--- src/rtl/cpu_pkg.sv ---
// cpu_pkg: shared address width and next-pc selector encoding
package cpu_pkg;
  localparam int ADDR_W = 8;
  typedef enum logic [2:0] {PC_INC, PC_BRANCH, PC_CALL, PC_RET, PC_HOLD} pc_sel_t;
endpackage

--- src/rtl/ret_stack.sv ---
// ret_stack: DEPTH x ADDR_W return-address LIFO; push ignored when full, pop ignored when empty
module ret_stack #(
  parameter int DEPTH = 8,
  parameter int ADDR_W = 8,
  localparam int SPW = $clog2(DEPTH + 1)
) (
  input  logic              clk,
  input  logic              rst,
  input  logic              push,
  input  logic              pop,
  input  logic [ADDR_W-1:0] din,
  output logic [ADDR_W-1:0] dout,
  output logic [SPW-1:0]    sp,
  output logic              full,
  output logic              empty
);
  localparam int IW = $clog2(DEPTH);
  logic [ADDR_W-1:0] mem_q [DEPTH];
  logic [SPW-1:0] sp_q, sp_d, top;
  logic do_push, do_pop;
  assign empty = sp_q == '0;
  assign full = sp_q == SPW'(DEPTH);
  assign top = sp_q - SPW'(1);
  assign dout = empty ? '0 : mem_q[top[IW-1:0]];
  assign sp = sp_q;
  assign do_pop = pop & ~empty;
  assign do_push = push & ~full & ~do_pop;
  always_comb sp_d = do_pop ? top : do_push ? sp_q + SPW'(1) : sp_q;
  always_ff @(posedge clk) begin
    if (!rst) begin
      sp_q <= '0;
      for (int i = 0; i < DEPTH; i++) mem_q[i] <= '0;
    end else begin
      sp_q <= sp_d;
      if (do_push) mem_q[sp_q[IW-1:0]] <= din;
    end
  end
endmodule

--- src/rtl/pc_call_stack.sv ---
// pc_call_stack: program counter with call/return stack, priority ret > call > branch > increment
module pc_call_stack #(
  parameter int ADDR_W = cpu_pkg::ADDR_W,
  parameter int DEPTH = 8,
  localparam int SPW = $clog2(DEPTH + 1)
) (
  input  logic              clk,
  input  logic              rst,
  input  logic              pc_en,
  input  logic              mux_pc_branch,
  input  logic              call,
  input  logic              ret,
  input  logic [ADDR_W-1:0] branch_target,
  output logic [ADDR_W-1:0] pc,
  output logic [SPW-1:0]    sp,
  output logic              stack_empty,
  output logic              stack_full,
  output logic              stk_ovf,
  output logic              stk_unf
);
  import cpu_pkg::*;
  pc_sel_t sel;
  logic [ADDR_W-1:0] pc_q, pc_d, pc_inc, top;
  logic ovf_q, ovf_d, unf_q, unf_d;
  ret_stack #(.DEPTH(DEPTH), .ADDR_W(ADDR_W)) u_stack (
    .clk(clk),
    .rst(rst),
    .push(sel == PC_CALL),
    .pop(sel == PC_RET),
    .din(pc_inc),
    .dout(top),
    .sp(sp),
    .full(stack_full),
    .empty(stack_empty)
  );
  assign pc_inc = pc_q + ADDR_W'(1);
  always_comb begin
    sel = !pc_en ? PC_HOLD :
          ret ? (stack_empty ? PC_INC : PC_RET) :
          call ? (stack_full ? PC_INC : PC_CALL) :
          mux_pc_branch ? PC_BRANCH : PC_INC;
    pc_d = sel == PC_RET ? top :
           (sel == PC_CALL || sel == PC_BRANCH) ? branch_target :
           sel == PC_HOLD ? pc_q : pc_inc;
    ovf_d = ovf_q | (pc_en & ~ret & call & stack_full);
    unf_d = unf_q | (pc_en & ret & stack_empty);
  end
  always_ff @(posedge clk) begin
    if (!rst) begin
      pc_q <= '0;
      ovf_q <= 1'b0;
      unf_q <= 1'b0;
    end else begin
      pc_q <= pc_d;
      ovf_q <= ovf_d;
      unf_q <= unf_d;
    end
  end
  assign pc = pc_q;
  assign stk_ovf = ovf_q;
  assign stk_unf = unf_q;
endmodule

--- config.mk ---
export PLATFORM = sky130hd
export DESIGN_NAME = pc_call_stack
export DESIGN_NICKNAME = d
export VERILOG_FILES = /design/src/rtl/cpu_pkg.sv /design/src/rtl/ret_stack.sv /design/src/rtl/pc_call_stack.sv
export SDC_FILE = /design/constraint.sdc
export NUM_CORES = 1
export LEC_CHECK = 0
export CAP_MARGIN = 20
export CORE_MARGIN = 2
export CORE_UTILIZATION = 50
export CTS_BUF_LIST = sky130_fd_sc_hd__clkbuf_8
export DETAILED_ROUTE_END_ITERATION = 10
export PLACE_DENSITY = 0.81
export SLEW_MARGIN = 25
export SYNTH_ARGS = -nofsm -noshare
export SYNTH_HDL_FRONTEND = slang
export SYNTH_SLANG_ARGS = --single-unit
--- constraint.sdc ---
create_clock -name clk -period 2.5 [get_ports clk]
set_input_delay 0.5 -clock clk [delete_from_list [all_inputs] [get_ports clk]]
set_output_delay 0.5 -clock clk [all_outputs]
set_load 0.01 [all_outputs]
==> out/results.tsv <==
metric	value	unit
Sequential Area	0.00220	sq mm
Max Clock Freq	424	MHz
TritonCTS clock tree	built	
chip height	90.0	um
Crit Path Category	flop to primary output	
minimum clock period	2.36	ns
WP data arrival	1.86	ns
Max stage delay cell, worst path	clkdlybuf4s50_1	
via count	2627	
Pwr Total	0.00347	W
grt total ovfl	0	
Antenna diodes	0	
Hold Crit Class	flop to flop	
Final HPWL DP	6390	um
Worst Path Buf+Inv	3	
clock share of power	29.6	%
Post-CTS Setup Bufs	0	
flops & latches, synth	78	
antenna viol nets, final	0	
Post-Syn Area	0.00370	sq mm
Die X	90.0	um
Final Hold Vio Count	0	
share of post-route cells with drive strength above 1	20.7	%
status	finished clean	
first-pass GRT wire length	14300	um
Die Area	0.00811	sq mm
final instance area	0.00451	sq mm
DRC viols	0	
CP max stage delay	0.54	ns
Syn. warnings	0	
Worst Path Max Fanout	4	
clk_skew	0.0112	ns
cells along the critical path	inv_1 -> ha_1 -> nor2b_4 -> nand2b_1 -> inv_1 -> clkdlybuf4s50_1	
FP Rows	31	
layout net count	369	
syn nets	313	
Layout fillers	554	
Unique masters post-synth	40	
hold slack	0.507	ns
initial core utilization	51.3	%
cts repair resizes	0	
final WL	9180	um
crit path capture type	primary output	
Reg clk slew, reported paths	0.08	ns
most common cell after layout, fill and taps aside	nor2_1	
Async SR Flop Fraction	0	%
syn_area_per_cell	12.5	sq um
num ports	30	
maximum vdd ir drop	0.000336	V
DRT iter0 DRCs	196	
switching power	0.00103	W
startpoint types	flop	
most frequent CP cell	inv_1	
Leakage	1.63	nW
P&R area growth vs syn	21.8	%
top cell type's share of synthesized area	51.9	%
CTS max path bufs	2	
Synth area leader	edfxtp_1	
Core Box Area	0.00721	sq mm
total CTS buffers	9	
unrepaired setup endpoints after global routing	false	
GPL Wtd Cong	0.857	
CTS Hold Bufs	0	
final worst-path cycle share	94.3	%
CTS Sinks	78	
antenna violations before repair	0	
worst-margin pin slew	0.688	ns
insertion delay to the later sink of the worst-skew pair	0.36	ns
setup_tns	0	ns
commonest cells after routing, fill and taps aside	72 x nor2_1, 64 x edfxtp_1, 29 x clkdlybuf4s50_1, 29 x buf_4, 26 x nand2_1	
P_int	0.00244	W
Logic pwr share	26.3	%
Crit path max-delay family	buffers and inverters	
Max Cap Viol	0	
Synth Instances	296	
Top FF cell, synth	edfxtp_1	
multi-input logic area	0.00140	sq mm
top cells by area, synth	edfxtp_1 52%, mux4_2 9.7%, dfxtp_1 7.6%	
wire per inst	20.1	um
vias per inst	5.76	
H-tree Lvls	3	
Pre-antenna DRT Iters	5	
Post-synth EDFFs	64	
Seq/Total Area, Yosys	59.5	%
final setup vio count	0	
PortBufs	29	
largest net degree at the start of global routing	26	
Seq pwr share	44.1	%
Slew Limit Fails	0	
CP Data Required Time	2.00	ns
vias in the first global route	2670	
PD cells	769	mW/mm^2
DP Area	0.00429	sq mm
Sw Share	29.7	%
Clk Tree Root Cell	clkbuf_8	
GR Util All Layers	23.9	%
worst rel slew slack	53.9	%
-- synth_stat cells, types with 4 or more instances --
master    number
nand2_2        6
a211oi_1       5
o221ai_1       8
nor2_1        72
a21oi_1        4
nand2_1       27
edfxtp_1      64
nand3_1        4
buf_2          5
mux4_2        16
o21ai_0        4
and2_1         7
nor2b_1        4
clkbuf_1       4
xnor2_1        5
inv_1          5
dfxtp_1       14
xor2_1         7
-- final cells by class --
class / count / share of cell area (%)
multi-input cells: 198 / 31.1
flip-flops and latches: 78 / 48.9
clock buffers: 9 / 2.75
repair buffers: 60 / 12.2
inverters: 5 / 0.416
clock inverters: 7 / 1.97
well taps: 99 / 2.75
-- metrics by stage --
step                      instances  utilization [%]  setup WS, ns
after floorplan                 296                -      0.000836
after global placement          440             59.4        -0.103
after detailed placement        440             59.4        -0.161
after CTS                       456             62.4         0.113
after global routing            456             62.5        0.0230
final                           456             62.5         0.142
-- worst reg2reg max path: cells and delay by family (launching register included) --
kind | cells | cell delay, ns
AOI/OAI and AO/OA | 1 | 0.46
buffers and inverters | 1 | 0.06
and+or+nand+nor | 4 | 0.89
DFF | 1 | 0.34
adders and majority gates | 1 | 0.21
-- cells by family after synthesis --
family	share of synthesized area, %
DFF	59.5
AOI/OAI and AO/OA	6.80
and+or+nand+nor	16.2
muxes	10.5
adders and majority gates	1.01
buffers and inverters	3.11
xor gates and xnor gates	2.84
-- per-layer routing --
metal | wire length [um] | share of wire [%] | vias to the layer above | track usage, %
li1 | - | - | 1196 | -
met1 | 3720 | 41 | 1292 | 30.0
met2 | 4400 | 48 | 118 | 38.0
met3 | 682 | 7.4 | 21 | 5.95
met4 | 372 | 4.1 | 0 | 13.7
met5 | 0 | 0 | - | 0
-- registers in the layout (all words and copies together), names as in the netlist --
| signal | cells |
|---|---|
| stk_unf | 1 |
| stk_ovf | 1 |
| pc | 8 |
| u_stack.sp | 4 |
| u_stack.mem_q | 64 |
-- path summary, 6_finish.rpt --
kind	slack [ns]	depth (start not counted)	from	end
max	0.14	6	u_stack.sp[0]	stack_empty
min	0.51	2	stk_unf	stk_unf
max reg2reg	0.20	7	u_stack.sp[0]	u_stack.mem_q[4][1]
min reg2reg	0.51	2	stk_unf	stk_unf
-- power groups by stage --
stage	Sequential, W	Combinational (W)	Clock, W
2_1_floorplan	0.00156	0.000560	0
3_3_place_gp	0.00155	0.000877	0
3_5_place_dp	0.00156	0.000896	0
4_1_cts	0.00153	0.000901	0.00103
5_1_grt	0.00154	0.000971	0.00108
6_report	0.00153	0.000910	0.00103
Power figures use the tool's default switching activity.
